--- config.mk ---
export PLATFORM = sky130hd
export DESIGN_NAME = avalon_pwm_leds
export DESIGN_NICKNAME = d
export VERILOG_FILES = /design/src/rtl/avalon_pwm_leds.sv
export SDC_FILE = /design/constraint.sdc
export NUM_CORES = 1
export LEC_CHECK = 0
export ABC_AREA = 1
export CAP_MARGIN = 10
export CORE_MARGIN = 5
export CORE_UTILIZATION = 52
export CTS_BUF_LIST = sky130_fd_sc_hd__clkbuf_16
export DETAILED_ROUTE_END_ITERATION = 12
export MAX_ROUTING_LAYER = met4
export PLACE_DENSITY = 0.82
export SYNTH_ARGS = -nofsm -noshare
export SYNTH_HDL_FRONTEND = slang
export SYNTH_SLANG_ARGS = --single-unit
--- constraint.sdc ---
create_clock -name clk -period 2.55 [get_ports clk]
set_input_delay 0.255 -clock clk [delete_from_list [all_inputs] [get_ports clk]]
set_output_delay 0.255 -clock clk [all_outputs]
set_load 0.05 [all_outputs]
--- src/rtl/avalon_pwm_leds.sv ---
// Avalon-MM LED/GPIO port: atomic set/clear/toggle, per-channel static/PWM mode, shared prescaler.
// Zero-wait combinational reads; out_port is registered one cycle after the register update; never stalls.
module avalon_pwm_leds #(
  parameter int NUM_CH     = 9,
  parameter int PWM_BITS   = 8,
  parameter int PRESC_BITS = 16
) (
  input  logic              clk,
  input  logic              reset_n,
  input  logic [4:0]        address,
  input  logic              chipselect,
  input  logic              write_n,
  input  logic [31:0]       writedata,
  output logic [31:0]       readdata,
  output logic [NUM_CH-1:0] out_port
);

  logic [NUM_CH-1:0]     r_data;
  logic [NUM_CH-1:0]     r_mode;
  logic [PRESC_BITS-1:0] r_presc;
  logic [PRESC_BITS-1:0] r_pre_cnt;
  logic [PWM_BITS-1:0]   r_pwm_cnt;
  logic [PWM_BITS-1:0]   r_duty_shadow [NUM_CH];
  logic [PWM_BITS-1:0]   r_duty_active [NUM_CH];

  logic              w_wr;
  logic              w_presc_wr;
  logic              w_tick;
  logic              w_wrap;
  logic [NUM_CH-1:0] w_wd_ch;
  logic [NUM_CH-1:0] w_out_nxt;
  logic              w_unused;

  assign w_wr       = chipselect & ~write_n;
  assign w_presc_wr = w_wr && (address == 5'd5);
  assign w_wd_ch    = writedata[NUM_CH-1:0];
  assign w_unused   = ^writedata;

  // A prescaler write takes priority over a coincident tick: no increment, no wrap.
  assign w_tick = (r_pre_cnt == r_presc) && !w_presc_wr;
  assign w_wrap = w_tick && (&r_pwm_cnt);

  always_ff @(posedge clk or negedge reset_n) begin
    if (!reset_n) begin
      r_data  <= '0;
      r_mode  <= '0;
      r_presc <= '0;
    end else if (w_wr) begin
      case (address)
        5'd0:    r_data  <= w_wd_ch;
        5'd1:    r_data  <= r_data | w_wd_ch;
        5'd2:    r_data  <= r_data & ~w_wd_ch;
        5'd3:    r_data  <= r_data ^ w_wd_ch;
        5'd4:    r_mode  <= w_wd_ch;
        5'd5:    r_presc <= writedata[PRESC_BITS-1:0];
        default: ;
      endcase
    end
  end

  always_ff @(posedge clk or negedge reset_n) begin
    if (!reset_n) begin
      r_pre_cnt <= '0;
      r_pwm_cnt <= '0;
    end else if (w_presc_wr) begin
      r_pre_cnt <= '0;
      r_pwm_cnt <= '0;
    end else if (w_tick) begin
      r_pre_cnt <= '0;
      r_pwm_cnt <= r_pwm_cnt + 1'b1;
    end else begin
      r_pre_cnt <= r_pre_cnt + 1'b1;
    end
  end

  // Active duty only moves at the period boundary (or freely while static), so a period is never cut short.
  always_ff @(posedge clk or negedge reset_n) begin
    if (!reset_n) begin
      for (int i = 0; i < NUM_CH; i++) begin
        r_duty_shadow[i] <= '0;
        r_duty_active[i] <= '0;
      end
    end else begin
      for (int i = 0; i < NUM_CH; i++) begin
        if (w_wr && (address == 5'(16 + i)))
          r_duty_shadow[i] <= writedata[PWM_BITS-1:0];
        if (w_wrap || !r_mode[i])
          r_duty_active[i] <= r_duty_shadow[i];
      end
    end
  end

  always_comb begin
    w_out_nxt = '0;
    for (int i = 0; i < NUM_CH; i++)
      w_out_nxt[i] = r_data[i] & (!r_mode[i] | (r_pwm_cnt < r_duty_active[i]));
  end

  always_ff @(posedge clk or negedge reset_n) begin
    if (!reset_n)
      out_port <= '0;
    else
      out_port <= w_out_nxt;
  end

  always_comb begin
    readdata = '0;
    case (address)
      5'd0:    readdata = 32'(r_data);
      5'd4:    readdata = 32'(r_mode);
      5'd5:    readdata = 32'(r_presc);
      default: begin
        for (int i = 0; i < NUM_CH; i++)
          if (address == 5'(16 + i))
            readdata = 32'(r_duty_shadow[i]);
      end
    endcase
  end

endmodule

==> results.py, run 1 <==
metrics = {
    "setup_path": {
        "cpPeakStageDelay_ns": 0.55,
        "critPathKind": "input pin to output pin",
        "crit_top_cell": "nand3_1",
        "endpoint_kind": "output pin",
        "cp.required_ns": 2.30,
        "critPathLaunchType": "input pin",
        "crit_path_start": "address[2]",
        "cp_max_fo": 5,
        "cp_data_arrival_time_ns": 2.18,
        "worst_path_max_delay_cell": "clkdlybuf4s50_1",
        "path_cells": "clkdlybuf4s50_1 > inv_1 > nand3_1 > nor2_1 > buf_4 > nand2_1 > nand3_1 > nor2_1 > nand4_1 > nand2_1 > nand3_1 > buf_12",
        "worstReg2RegStart": "r_pwm_cnt[0]",
    },
    "final_layout": {
        "antenna_cells": 0,
        "stdcell_area_um2": 13500,
        "area_growth_pct": 17.2,
        "fillers": 1834,
        "final_cell_mix": "422 x nand2_1, 211 x dfrtp_1, 172 x inv_1",
        "fin_nets": 1642,
        "stdcell_count": 1815,
        "layout_commonest_cell": "nand2_1",
        "layout-drive-gt1-share_pct": 8.40,
    },
    "synthesis": {
        "synthArstFlopShare_pct": 100,
        "yosys-top-cells-area": "dfrtp_1 46%, nand2_1 14%, ha_1 9.0%, o21ai_0 5.8%, inv_1 5.5%",
        "netlist_instances": 1445,
        "synth_edf_count": 0,
        "synth_cell_type_count": 33,
        "yosysSeqAreaShare_pct": 45.9,
        "ys.flop_type": "dfrtp_1",
        "syn_area_um2": 11500,
        "synth_top_area_cell": "dfrtp_1",
        "syn_area_per_cell_um2": 7.96,
        "ys_ff_latch": 211,
        "synth_top_area_share_pct": 45.9,
        "yosysWarnings": 0,
    },
    "power_and_ir_drop": {
        "p_per_area_nw_per_um2": 725,
        "irDropWorstVdd_v": 0.000640,
        "power_uw": 9780,
        "p_leak_uw": 0.00680,
    },
    "min_path": {
        "holdCritPathClass": "input pin to asynchronous set/reset pin",
    },
    "clock_network": {
        "cts_sinks": 211,
        "ctsLongestPathBuffers": 3,
        "htree_levels": 1,
        "clk_pin_slew_ns": 0.06,
        "cts-buffers-inserted": 24,
        "cts_setup_buffers": 0,
        "cts_root_buffer": "clkbuf_16",
        "insertion_delay_ns": 0.52,
        "cts_tree": "built",
    },
    "die": {
        "die_x_um": 159,
        "rows": 54,
        "die-area_um2": 25200,
        "ios": 82,
        "dieHeight_um": 159,
        "initial_core_util_pct": 52.7,
        "core_um2": 21800,
    },
    "grt": {
        "grt_pass1_wl_um": 52600,
        "grt_pass1_vias": 9744,
        "antenna_found_initial": 0,
        "met2_usage_pct": 41.7,
        "use_met1_pct": 34.7,
        "grt_start_max_net_pins": 76,
        "grt.busiest_layer": "met2",
        "use_met3_pct": 3.29,
        "grt_overflow": 0,
        "grt_util_all_layers_pct": 26.2,
    },
    "sta": {
        "tns_ns": 0,
        "period_minus_slack_ns": 2.43,
        "slew_headroom_pct": 47.3,
        "setup_viol": 0,
        "hold_viol": 0,
        "final_max_slew_viol_count": 0,
        "rsz0062_at_grt": "false",
        "fin_skew_ns": 0.00905,
        "post-route-period-util_pct": 95.5,
        "worstMarginPinSlew_ns": 0.787,
        "max_freq_ghz": 0.411,
    },
    "detailed_routing": {
        "drt_iter0_drc": 1149,
        "vias": 10100,
        "dr.pass1.iters": 5,
        "routed_wl_um": 32600,
        "drc": 0,
        "wl_per_cell_um": 18.0,
        "drtAntennaViolNets": 0,
        "vias_per_cell": 5.59,
    },
    "placed_design": {
        "io_buffer_count": 49,
        "place.gp.congestion": 1.02,
        "place_inst": 1771,
        "placed_area_um2": 12600,
        "dp_hpwl_um": 23000,
    },
    "run_status": {
        "status": "complete, no violations",
    },
    "run": {
        "cap_violations": 0,
    },
}
==> layout make-up <==
type | instances | area, µm² | area share, %
multi-input cells | 1009 | 5340 | 39.6
flip-flops and latches | 211 | 5280 | 39.2
repair buffers | 100 | 1090 | 8.07
inverters | 172 | 646 | 4.79
clock buffers | 25 | 626 | 4.64
well taps | 280 | 350 | 2.60
clock inverters | 18 | 161 | 1.20
==> path summary, 6_finish.rpt <==
| check | endpoint | slack [ns] | cells past startpoint |
|---|---|---|---|
| worst min register to register | r_duty_active[1] | 0.50 | 2 |
| max in group asynchronous | r_duty_shadow[60] | 1.43 | 3 |
| min in group clk | r_presc[13] | 0.31 | 3 |
| worst min-delay path | r_duty_active[63] | 0.31 | 2 |
| worst max register to register | r_duty_active[22] | 0.50 | 8 |
| worst max-delay path | readdata[2] | 0.12 | 12 |
==> routing by layer <==
layer	wire length, µm	part of all wire, %
met1	13600	42
met2	15100	46
met3	2350	7.2
met4	1570	4.8
met5	0	0
==> cells by family after synthesis <==
group / share of synthesized area [%]
and+or+nand+nor: 25.2
AOI/OAI and AO/OA: 10.0
DFF: 45.9
xor gates and xnor gates: 1.22
buffers and inverters: 8.63
other: 0.0326
adders and majority gates: 9.02
==> what timing repair did <==
item                                   4_1_cts  5_1_grt
endpoints found under the hold margin       70        0
gates resized for setup                      0       11
setup endpoints to repair                    0        9
hold buffers                                 1        0
==> where the power goes <==
part | internal (µW) | switching [µW] | total [µW]
clock network | 2070 | 1390 | 3460
logic | 720 | 1240 | 1960
registers | 3870 | 493 | 4360
total | 6660 | 3120 | 9780
==> synthesized netlist by cell type, types with 3 or more instances <==
master and n:
nand2_1 422, dfrtp_1 211, inv_1 169, o21ai_0 134, nand3_1 117, ha_1 83, nor2_1 70, a21oi_1 64
clkbuf_1 36, nand4_1 35, buf_4 16, buf_2 14, xor2_1 14, nand2_4 9, nor3_1 9, o211ai_1 7
o22ai_1 6, nor2_2 5, a221oi_1 4, a211oi_1 3
==> through the flow <==
stage | setup WS (ns) | hold WS [ns] | util (%)
after detailed placement | -0.0918 | 0.279 | 58.0
after global placement | -0.0579 | 0.278 | 58.0
final | 0.116 | 0.311 | 61.8
after floorplan | 0.430 | -0.0406 | -
after CTS | 0.0108 | 0.299 | 61.6
after global routing | 0.0530 | 0.346 | 61.8
==> critical path, delay by kind of cell <==
kind | cells | cell delay (ns)
buffers and inverters | 4 | 1.02
AND/OR/NAND/NOR | 8 | 0.90
==> state kept, by name, indices dropped and copies added, names as in the netlist <==
signal and flops:
r_presc 16, r_pwm_cnt 8, r_pre_cnt 16, r_mode 9, r_data 9, out_port 9, r_duty_shadow 72, r_duty_active 72
Power figures use the tool's default switching activity.
==> run 2, diff against run 1 <==
--- a/config.mk
+++ b/config.mk
@@ -6,8 +6,8 @@
 export NUM_CORES = 1
 export LEC_CHECK = 0
 export ABC_AREA = 1
+export ABC_CLOCK_PERIOD_IN_PS = 2550
 export CAP_MARGIN = 10
-export CORE_MARGIN = 5
 export CORE_UTILIZATION = 52
 export CTS_BUF_LIST = sky130_fd_sc_hd__clkbuf_16
 export DETAILED_ROUTE_END_ITERATION = 12
==> results.py, run 2 (synthesis gave the netlist of run 1 again) <==
metrics = {
    "final_layout": {
        "fillers": 1822,
        "layout_commonest_cell": "nand2_1",
        "reg.largest.list": "r_duty_active x72, r_duty_shadow x72",
        "antenna_cells": 0,
        "postLayoutCoreUtil_pct": 61.6,
        "fin_nets": 1636,
        "area_growth_pct": 16.5,
        "layout-drive-gt1-share_pct": 7.72,
        "stdcell_area_um2": 13400,
        "final_cell_mix": "422 x nand2_1, 211 x dfrtp_1, 172 x inv_1",
    },
    "setup_path": {
        "cp.required_ns": 2.30,
        "path_cells": "nand2_1 > o21ai_0 > a21oi_1 > nand4_1 > buf_12",
        "crit_buf_inv": 1,
        "cp_data_arrival_time_ns": 2.09,
        "critPathKind": "register to output pin",
        "endpoint_kind": "output pin",
        "worst_path_max_delay_cell": "dfrtp_1",
        "critPathLaunchType": "register",
        "cpPeakStageDelay_ns": 0.59,
        "cp_max_fo": 12,
        "crit_family": "flip-flops",
    },
    "clock_network": {
        "ctsLongestPathBuffers": 3,
        "cts_sinks": 211,
        "cts_tree": "built",
        "cts_setup_buffers": 0,
        "htree_levels": 1,
        "cts-buffers-inserted": 23,
        "insertion_delay_ns": 0.53,
        "clk_pin_slew_ns": 0.06,
        "cts_root_buffer": "clkbuf_16",
    },
    "detailed_routing": {
        "drt_iter0_drc": 1094,
        "wl_per_cell_um": 17.6,
        "dr.pass1.iters": 6,
        "vias_per_cell": 5.66,
        "drtAntennaViolNets": 0,
        "drc": 0,
        "vias": 10200,
        "routed_wl_um": 31800,
    },
    "sta": {
        "fin_skew_ns": 0.0208,
        "post-route-period-util_pct": 91.9,
        "holdWs_ns": 0.304,
        "hold_viol": 0,
        "max_freq_ghz": 0.427,
        "period_minus_slack_ns": 2.34,
        "layout_setup_ws_ns": 0.207,
        "tns_ns": 0,
        "worstMarginPinSlew_ns": 0.715,
        "rsz0062_at_grt": "false",
        "slew_headroom_pct": 52.1,
        "setup_viol": 0,
        "final_max_slew_viol_count": 0,
    },
    "placed_design": {
        "place.gp.congestion": 0.967,
        "dp_hpwl_um": 22600,
        "dp_slack_ns": 0.0123,
        "placed_area_um2": 12600,
        "io_buffer_count": 49,
    },
    "power_and_ir_drop": {
        "p_per_area_nw_per_um2": 715,
        "irDropWorstVdd_v": 0.000597,
        "p_leak_uw": 0.00675,
    },
    "grt": {
        "grt_start_max_net_pins": 82,
        "antenna_found_initial": 0,
        "grt_pass1_vias": 9821,
        "grt_overflow": 0,
        "grt_pass1_wl_um": 50600,
        "grt_util_all_layers_pct": 30.0,
    },
    "die": {
        "initial_core_util_pct": 52.9,
        "ios": 82,
        "die_x_um": 151,
        "dieHeight_um": 151,
        "core_um2": 21800,
        "die-area_um2": 22700,
        "rows": 54,
    },
    "min_path": {
        "holdCritPathClass": "input pin to register",
    },
    "run": {
        "cap_violations": 0,
    },
    "run_status": {
        "status": "complete, no violations",
    },
}
[run 2: worst register-to-register path: stages (launching register included)]
cell and delay (ns):
dfrtp_1 0.67, nand4_1 0.23, nor3_1 0.33, nand4_4 0.17, buf_12 0.22, nand2_1 0.28, nand2_1 0.11, nand2_1 0.08
[run 2: worst paths after layout]
| check | start | end | slack, ns | cells after the start |
|---|---|---|---|---|
| max in group asynchronous | reset_n | r_data[3] | 1.43 | 3 |
| min in group asynchronous | reset_n | out_port[2] | 0.31 | 2 |
| worst max register to register | r_pwm_cnt[5] | r_duty_active[16] | 0.40 | 7 |
| worst max-delay path | r_mode[0] | readdata[0] | 0.21 | 5 |
| worst min-delay path | writedata[11] | r_presc[11] | 0.30 | 3 |
| worst min register to register | r_duty_active[57] | r_duty_active[57] | 0.51 | 2 |
[run 2: area by class of cell]
| type | instances | area, µm² | share of cell area, % |
|---|---|---|---|
| Inverter | 172 | 649 | 4.85 |
| Sequential cell | 211 | 5280 | 39.4 |
| Timing Repair Buffer | 95 | 1080 | 8.05 |
| Clock buffer | 23 | 576 | 4.29 |
| Tap cell | 280 | 350 | 2.61 |
| Clock inverter | 19 | 155 | 1.16 |
| Multi-Input combinational cell | 1009 | 5310 | 39.6 |
[run 2: metrics by stage]
| stage | power [µW] | std cells |
|---|---|---|
| 2_1_floorplan | 5620 | 1460 |
| 3_3_place_gp | 6230 | 1766 |
| 3_5_place_dp | 6340 | 1766 |
| 4_1_cts | 9600 | 1809 |
| 5_1_grt | 10100 | 1809 |
| 6_report | 9590 | 1809 |
[run 2: power breakdown]
part	leakage, µW	total [µW]	switching, µW	internal (µW)
registers	0.00277	4370	497	3870
clock network	0.000371	3260	1400	1860
logic	0.00362	1960	1240	720
[run 2: routing by layer]
| layer | track usage (%) | vias up | wire [µm] |
|---|---|---|---|
| met1 | 39.1 | 4819 | 13100 |
| met3 | 4.12 | 122 | 2680 |
| met5 | - | - | 0 |
| li1 | - | 4816 | - |
| met4 | 15.0 | 0 | 1680 |
| met2 | 45.8 | 487 | 14300 |
[run 2: what timing repair did]
item / CTS / global route
setup endpoints to repair: 0 / 8
endpoints found under the hold margin: 77 / 0
gates resized for setup: 0 / 9
hold buffers: 1 / 0
==> run 3, diff against run 2 <==
--- a/config.mk
+++ b/config.mk
@@ -9,7 +9,7 @@
 export ABC_CLOCK_PERIOD_IN_PS = 2550
 export CAP_MARGIN = 10
 export CORE_UTILIZATION = 52
-export CTS_BUF_LIST = sky130_fd_sc_hd__clkbuf_16
+export CTS_BUF_LIST = sky130_fd_sc_hd__clkbuf_4 sky130_fd_sc_hd__clkbuf_8
 export DETAILED_ROUTE_END_ITERATION = 12
 export MAX_ROUTING_LAYER = met4
 export PLACE_DENSITY = 0.82
==> results.py, run 3 (synthesis gave the netlist of run 1 again) <==
metrics = {
    "clock_network": {
        "cts-buffers-inserted": 38,
        "cts_root_buffer": "clkbuf_8",
        "cts_tree": "built",
        "insertion_delay_ns": 0.54,
        "ctsLongestPathBuffers": 3,
        "cts_sinks": 211,
        "clk_pin_slew_ns": 0.06,
        "htree_levels": 2,
    },
    "setup_path": {
        "critPathKind": "register to output pin",
        "cp_max_fo": 12,
        "critPathLaunchType": "register",
        "cp_data_arrival_time_ns": 2.07,
        "cp.required_ns": 2.30,
        "endpoint_kind": "output pin",
    },
    "die": {
        "core_um2": 21800,
        "ios": 82,
        "rows": 54,
        "dieHeight_um": 151,
        "die-area_um2": 22700,
        "die_x_um": 151,
        "initial_core_util_pct": 52.9,
    },
    "sta": {
        "rsz0062_at_grt": "false",
        "final_max_slew_viol_count": 0,
        "max_freq_ghz": 0.429,
        "worstMarginPinSlew_ns": 0.709,
        "tns_ns": 0,
        "hold_viol": 0,
        "fin_skew_ns": 0.0254,
        "slew_headroom_pct": 52.6,
        "post-route-period-util_pct": 91.3,
        "setup_viol": 0,
        "period_minus_slack_ns": 2.33,
        "holdWs_ns": 0.297,
    },
    "grt": {
        "grt_util_all_layers_pct": 30.0,
        "grt_overflow": 0,
        "grt_pass1_vias": 9810,
        "antenna_found_initial": 0,
        "grt_start_max_net_pins": 82,
        "grt_pass1_wl_um": 50700,
    },
    "detailed_routing": {
        "vias": 10300,
        "wl_per_cell_um": 17.4,
        "drtAntennaViolNets": 0,
        "vias_per_cell": 5.63,
        "dr.pass1.iters": 6,
        "routed_wl_um": 32000,
        "drc": 0,
        "drt_iter0_drc": 984,
    },
    "power_and_ir_drop": {
        "irDropWorstVdd_v": 0.000447,
        "p_leak_uw": 0.00682,
        "p_per_area_nw_per_um2": 720,
        "power_uw": 9720,
    },
    "final_layout": {
        "layout-drive-gt1-share_pct": 9.84,
        "reg.largest.list": "r_duty_active x72, r_duty_shadow x72",
        "fin_nets": 1651,
        "final_cell_mix": "422 x nand2_1, 211 x dfrtp_1, 169 x inv_1",
        "layout_commonest_cell": "nand2_1",
        "antenna_cells": 0,
        "stdcell_area_um2": 13500,
        "area_growth_pct": 17.3,
    },
    "min_path": {
        "holdCritPathClass": "input pin to register",
    },
    "placed_design": {
        "io_buffer_count": 49,
        "placed_area_um2": 12600,
        "place.gp.congestion": 0.967,
        "dp_hpwl_um": 22600,
    },
    "run_status": {
        "status": "complete, no violations",
    },
    "run": {
        "cap_violations": 0,
    },
}
==> run 3: repair_timing <==
action,CTS,global route
setup endpoints to repair,0,8
setup buffers,0,0
resized for setup,0,9
hold endpoints to repair,77,0
hold buffers,1,0
==> run 3: worst paths after layout <==
kind / start / depth (start not counted) / endpoint / slack, ns
max: r_mode[0] / 5 / readdata[0] / 0.22
min: writedata[11] / 3 / r_presc[11] / 0.30
max reg2reg: r_pwm_cnt[5] / 7 / r_duty_active[16] / 0.41
min reg2reg: r_duty_shadow[3] / 2 / r_duty_active[3] / 0.49
max in group asynchronous: reset_n / 3 / r_data[3] / 1.45
min in group asynchronous: reset_n / 2 / out_port[2] / 0.31
==> run 3: cell type report <==
class,instances,area [µm²]
Fill cell,1803,8260
Clock buffer,58,742
Tap cell,280,350
Sequential cell,211,5280
Timing Repair Buffer,95,1080
Inverter,172,649
Multi-Input combinational cell,1009,5310
Clock inverter,10,83.8
==> run 3: stage by stage <==
stage                     util, %  instances  worst slack (ns)
final                        62.0       1835             0.221
after global routing         62.0       1835             0.221
after CTS                    61.9       1835            0.0523
after detailed placement     58.1       1766            0.0123
after global placement       58.1       1766            0.0552
after floorplan                 -       1460             0.430
==> run 3: critical path: stages, from the launching register on <==
cell     delay (ns)
dfrtp_1        0.60
nand2_1        0.16
o21ai_0        0.09
a21oi_1        0.22
nand4_1        0.25
buf_12         0.23
==> run 3: where the power goes <==
group | internal, µW | switching, µW
clock | 1970 | 1430
combinational | 720 | 1240
sequential | 3870 | 498
total | 6560 | 3160
==> run 3: per-layer routing <==
layer,wire length [µm],track usage [%],vias to the layer above
met5,0,-,-
met4,1350,13.1,0
met3,2730,4.88,115
met2,14700,46.6,503
met1,13200,38.8,4857
li1,-,-,4851
